==> src/rtl/branch_flag_unit.sv <==
// Execute-stage N/Z flag register and branch resolver.
// Issues a one-cycle registered PC redirect and a multi-cycle wrong-path flush.
module branch_flag_unit #(
    parameter int unsigned PC_W         = 32,
    parameter int unsigned DATA_W       = 32,
    parameter int unsigned FLUSH_CYCLES = 2,
    parameter int unsigned CNT_W        = 16
) (
    input  logic              clk,
    input  logic              rst_n,
    input  logic              ex_valid,
    input  logic [3:0]        ex_opcode,
    input  logic [PC_W-1:0]   ex_pc,
    input  logic [PC_W-1:0]   ex_imm,
    input  logic [DATA_W-1:0] alu_result,
    output logic              flagN,
    output logic              flagZ,
    output logic              pc_sel,
    output logic [PC_W-1:0]   branch_target,
    output logic              flush,
    output logic [CNT_W-1:0]  taken_cnt
);

    localparam int unsigned FC_W = 4;

    localparam logic [3:0] OP_CMP = 4'b1011;
    localparam logic [3:0] OP_BEQ = 4'b0100;
    localparam logic [3:0] OP_BGT = 4'b0101;
    localparam logic [3:0] OP_BLT = 4'b0110;
    localparam logic [3:0] OP_B   = 4'b0111;

    typedef enum logic {
        IDLE  = 1'b0,
        FLUSH = 1'b1
    } state_t;

    state_t            state_q, state_d;
    logic [FC_W-1:0]   fcnt_q, fcnt_d;
    logic              flag_n_q, flag_z_q;
    logic              pc_sel_q, flush_q;
    logic [PC_W-1:0]   target_q;
    logic [CNT_W-1:0]  taken_cnt_q;

    logic              cmp_c;
    logic              taken_c;
    logic [PC_W-1:0]   target_c;

    // Next-state and branch decision; branches read only the registered flags
    always_comb begin
        state_d  = state_q;
        fcnt_d   = fcnt_q;
        cmp_c    = 1'b0;
        taken_c  = 1'b0;
        target_c = ex_pc + ex_imm;

        case (state_q)
            IDLE: begin
                if (ex_valid) begin
                    case (ex_opcode)
                        OP_CMP:  cmp_c   = 1'b1;
                        OP_BEQ:  taken_c = flag_z_q;
                        OP_BGT:  taken_c = !flag_n_q && !flag_z_q;
                        OP_BLT:  taken_c = flag_n_q;
                        OP_B:    taken_c = 1'b1;
                        default: ;
                    endcase
                end
                if (taken_c) begin
                    state_d = FLUSH;
                    fcnt_d  = FC_W'(FLUSH_CYCLES);
                end
            end
            FLUSH: begin
                if (fcnt_q == FC_W'(1)) begin
                    state_d = IDLE;
                    fcnt_d  = '0;
                end else begin
                    fcnt_d = fcnt_q - FC_W'(1);
                end
            end
            default: begin
                state_d = IDLE;
                fcnt_d  = '0;
            end
        endcase
    end

    // State register and registered outputs
    always_ff @(posedge clk or negedge rst_n) begin
        if (!rst_n) begin
            state_q     <= IDLE;
            fcnt_q      <= '0;
            flag_n_q    <= 1'b0;
            flag_z_q    <= 1'b0;
            pc_sel_q    <= 1'b0;
            flush_q     <= 1'b0;
            target_q    <= '0;
            taken_cnt_q <= '0;
        end else begin
            state_q  <= state_d;
            fcnt_q   <= fcnt_d;
            pc_sel_q <= taken_c;
            flush_q  <= (state_d == FLUSH);
            if (taken_c) begin
                target_q <= target_c;
            end
            if (cmp_c) begin
                flag_n_q <= alu_result[DATA_W-1];
                flag_z_q <= (alu_result == '0);
            end
            if (taken_c && (taken_cnt_q != '1)) begin
                taken_cnt_q <= taken_cnt_q + CNT_W'(1);
            end
        end
    end

    assign flagN         = flag_n_q;
    assign flagZ         = flag_z_q;
    assign pc_sel        = pc_sel_q;
    assign flush         = flush_q;
    assign branch_target = target_q;
    assign taken_cnt     = taken_cnt_q;

endmodule
==> config.mk <==
export PLATFORM = sky130hd
export DESIGN_NAME = branch_flag_unit
export DESIGN_NICKNAME = d
export VERILOG_FILES = /design/src/rtl/branch_flag_unit.sv
export SDC_FILE = /design/constraint.sdc
export NUM_CORES = 1
export LEC_CHECK = 0
export ABC_AREA = 1
export BUFFER_PORTS_ARGS = -buffer_cell sky130_fd_sc_hd__buf_4
export CAP_MARGIN = 20
export CORE_MARGIN = 1.5
export CORE_UTILIZATION = 57
export CTS_CLUSTER_DIAMETER = 40
export CTS_CLUSTER_SIZE = 30
export DETAILED_ROUTE_END_ITERATION = 6
export GPL_ROUTABILITY_DRIVEN = 0
export PLACE_DENSITY = 0.92
export SLEW_MARGIN = 20
export SYNTH_ARGS = -nofsm -noshare
export SYNTH_HDL_FRONTEND = slang
export SYNTH_SLANG_ARGS = --single-unit
==> constraint.sdc <==
create_clock -name clk -period 3.05 [get_ports clk]
set_clock_uncertainty 0.2 [all_clocks]
set_input_delay 0.1525 -clock clk [delete_from_list [all_inputs] [get_ports clk]]
set_output_delay 0.1525 -clock clk [all_outputs]
set_load 0.1 [all_outputs]
==> results by group <==
Timing
  – Final TNS setup: 0 ps
  – Fmax: between 400 and 500 MHz
  – RSZ-0062 raised after global routing: false
  – Slew Viols, Final: 0
  – Hold Fails Final Rpt: 0
  – Minimum clock period: about 2400 ps
  – Setup violators final: 0
  – Final period util: 77.2%
  – Tightest Pin Transition: 689 ps
  – Slew HR: roughly 54%

Clock network
  – CTS H-tree lvls: 2
  – Clock Tree Root: clkbuf_8
  – CTS Sinks: 56
  – Post-CTS setup buffer count: 0
  – CTS tree: built
  – Clock Latency Late Sink: ~310 ps
  – Num CTS Buffers: 5
  – CTS resizes: 0
  – Clock slew at reported path FFs: ~100 ps
  – CTS Buffer Depth: 2

Critical path
  – Worst R2R End: taken_cnt[10]$_DFFE_PN0P_
  – Crit Path Class: input port to flip-flop
  – Reg2Reg Depth: 11
  – Worst setup path endpoint: flagZ$_DFFE_PN0P_
  – CP max-delay cell: dlygate4sd3_1
  – CP required: 3080 ps
  – Worst r2r src: flagZ$_DFFE_PN0P_
  – Crit path from: alu_result[7]
  – Crit end category: flip-flop
  – Cells along the critical path: dlygate4sd3_1 > buf_4 > nor4_1 > dlygate4sd3_1 > nand3_1 > dlygate4sd3_1 > o21ai_0
  – CP Launch Type: input port
  – CP arrival: 2380 ps
  – Most frequent CP cell: dlygate4sd3_1
  – Setup slack, reg-to-reg: 960 ps
  – Worst-path maximum fanout: 1
  – Slowest stage delay, CP: approximately 600 ps

Placed design
  – Dpl cell area: 6140 sq um
  – DPL Wire Length: around 11,000 microns
  – Port Buffer Count: 154

Global route
  – Vias in the first global route: 4,867
  – Total global-route track usage: approximately 29%
  – Grt ovf: 0
  – Initial antenna violation count: 0
  – First-pass GRT wire length: roughly 21,000 microns
  – Largest net degree at the start of global routing: 57

Power
  – PwrDens: between 800 and 900 nW/um^2
  – VDD IR max: 0.517 mV
  – Leakage: between 3 and 4 nW

Floorplanning
  – Cell Rows: 33
  – Die Wd: 95.6 microns
  – Initial Util: between 50 and 60%
  – Core area: slightly above 8000 sq um
  – Die height: around 96 microns
  – Ports: 155
  – Die Area: 9130 sq um

Final layout
  – Synth-to-Final Area Change: 29.8%
  – Diodes inserted: 0
  – Post-Layout Inst Area: around 6300 sq um
  – Layout cells sized above 1: a little under a fifth
  – Total Nets Final: 1,079
  – Commonest non-fill, non-tap cell in the layout: nand2_1
  – Most frequent cells in the layout: 309 x nand2_1, 155 x buf_4, 131 x inv_1

Yosys
  – Syn_nets: around 920
  – Post-synth EDFFs: 0
  – Cell variety after synth: 36
  – Register area share after synthesis: between 20% and 30%
  – Post-Syn Instances: between 700 and 800
  – Number of synthesized register bits: 56
  – Synth Area per Inst: roughly 6.3 sq um
  – Top FF cell, synth: dfrtp_1
  – Top post-synthesis cells by area: dfrtp_1 29%, nand2_1 24%, inv_1 10%
  – Ys Warns: 0
  – Largest area contributor in the netlist: dfrtp_1
  – Proportion of synthesized flip-flops having asynchronous set or reset: 100%
  – Syn Std Cell Area: roughly 5000 sq um
  – Top cell type's share of synthesized area: about 29%

Min path
  – Worst Hold Class: input port to flip-flop
  – Hold path startpoint: ex_imm[1]

Routing
  – DRT antenna net count: 0
  – DR WL/cell: roughly 13 microns
  – Remaining DRCs: 0
  – Vias per cell: between 5 and 6
  – Number of DRC markers in iteration 0: 316
  – First-pass DRT Iterations: 5
  – Drt total wl: 13,100 microns
  – Via count of the routed design: around 5,400

Outcome
  – Status: finished clean

Job
  – Max-cap violation count: 0
state kept, by name, summed over array words and instances, names as in the netlist:
register / flops
branch_target: 32
taken_cnt: 16
fcnt_q: 4
flagN: 1
flagZ: 1
flush: 1
pc_sel: 1
metal layers:
layer | share of wire [%] | GRT usage [%] | vias to the layer above | wire (microns)
met2 | 48 | 50.1 | 197 | 6310
met4 | 1.8 | 8.82 | 0 | 231
met3 | 7.1 | 3.67 | 23 | 934
met1 | 43 | 38.0 | 2395 | 5650
li1 | - | - | 2749 | -
met5 | 0 | 0 | - | 0
power breakdown:
| part | internal, W | total (W) | switching (W) |
|---|---|---|---|
| Sequential | 0.00104 | 0.00128 | 0.000238 |
| Combinational | 0.000799 | 0.00365 | 0.00286 |
| Clock | 0.000248 | 0.000495 | 0.000247 |
cells in the mapped netlist (all sizes together), types with 6 or more instances:
cell type    n
a21oi       27
buf          7
dfrtp       56
ha          34
inv        133
nand2      310
nand3       60
nand4        6
nor2        57
nor3        13
nor4         8
o21ai       23
xnor2       14
xor2        12
how the worst min path moves through the flow:
stage / endpoint / slack, ps / cells after the start
floorplan: branch_target[0]$_DFFE_PN0P_ / -340 / 0
global placement: flagZ$_DFFE_PN0P_ / 30 / 1
detailed placement: taken_cnt[15]$_DFFE_PN0P_ / 40 / 1
CTS: branch_target[1]$_DFFE_PN0P_ / 30 / 4
global route: branch_target[1]$_DFFE_PN0P_ / 50 / 4
finish: branch_target[1]$_DFFE_PN0P_ / 40 / 4
logic make-up (layout without fill, tap and decap cells):
family | count (synthesis) | count (layout) | share of synthesized area (%)
AO/OA/AOI/OAI | 58 | 58 | 6.59
XOR/XNOR | 26 | 26 | 4.66
adder cells (fa/ha/maj) | 35 | 35 | 9.12
buffers and inverters | 142 | 305 | 11.4
flip-flops | 56 | 56 | 28.7
AND/OR/NAND/NOR | 462 | 462 | 39.5
through the flow:
step	power [W]	hold WS, ps	util [%]	setup slack (ps)	cells
2_1_floorplan	0.00405	-343	-	628	779
3_3_place_gp	0.00487	34.5	74.4	1010	1031
3_5_place_dp	0.00492	42.9	74.4	982	1031
4_1_cts	0.00543	25.8	76.8	759	1047
5_1_grt	0.00567	47.5	76.8	611	1047
6_report	0.00543	39.8	76.8	695	1047
critical path, delay by kind of cell:
kind            cells  cell delay, ps
buf+inv             4            1840
compound gates      1              90
simple gates        2             300
what timing repair did:
item | in CTS | in global routing
hold buffers | 8 | 0
setup endpoints to repair | 0 | 0
hold endpoints to repair | 59 | 0
final cells by class:
type | count | area [sq um]
Multi-Input combinational cell | 581 | 2930
Clock inverter | 3 | 46.3
Fill cell | 674 | 1920
Tap cell | 105 | 131
Inverter | 133 | 502
Sequential cell | 56 | 1400
Clock buffer | 5 | 68.8
Timing Repair Buffer | 164 | 1260
Note: power is estimated with default switching activity, not from simulation.
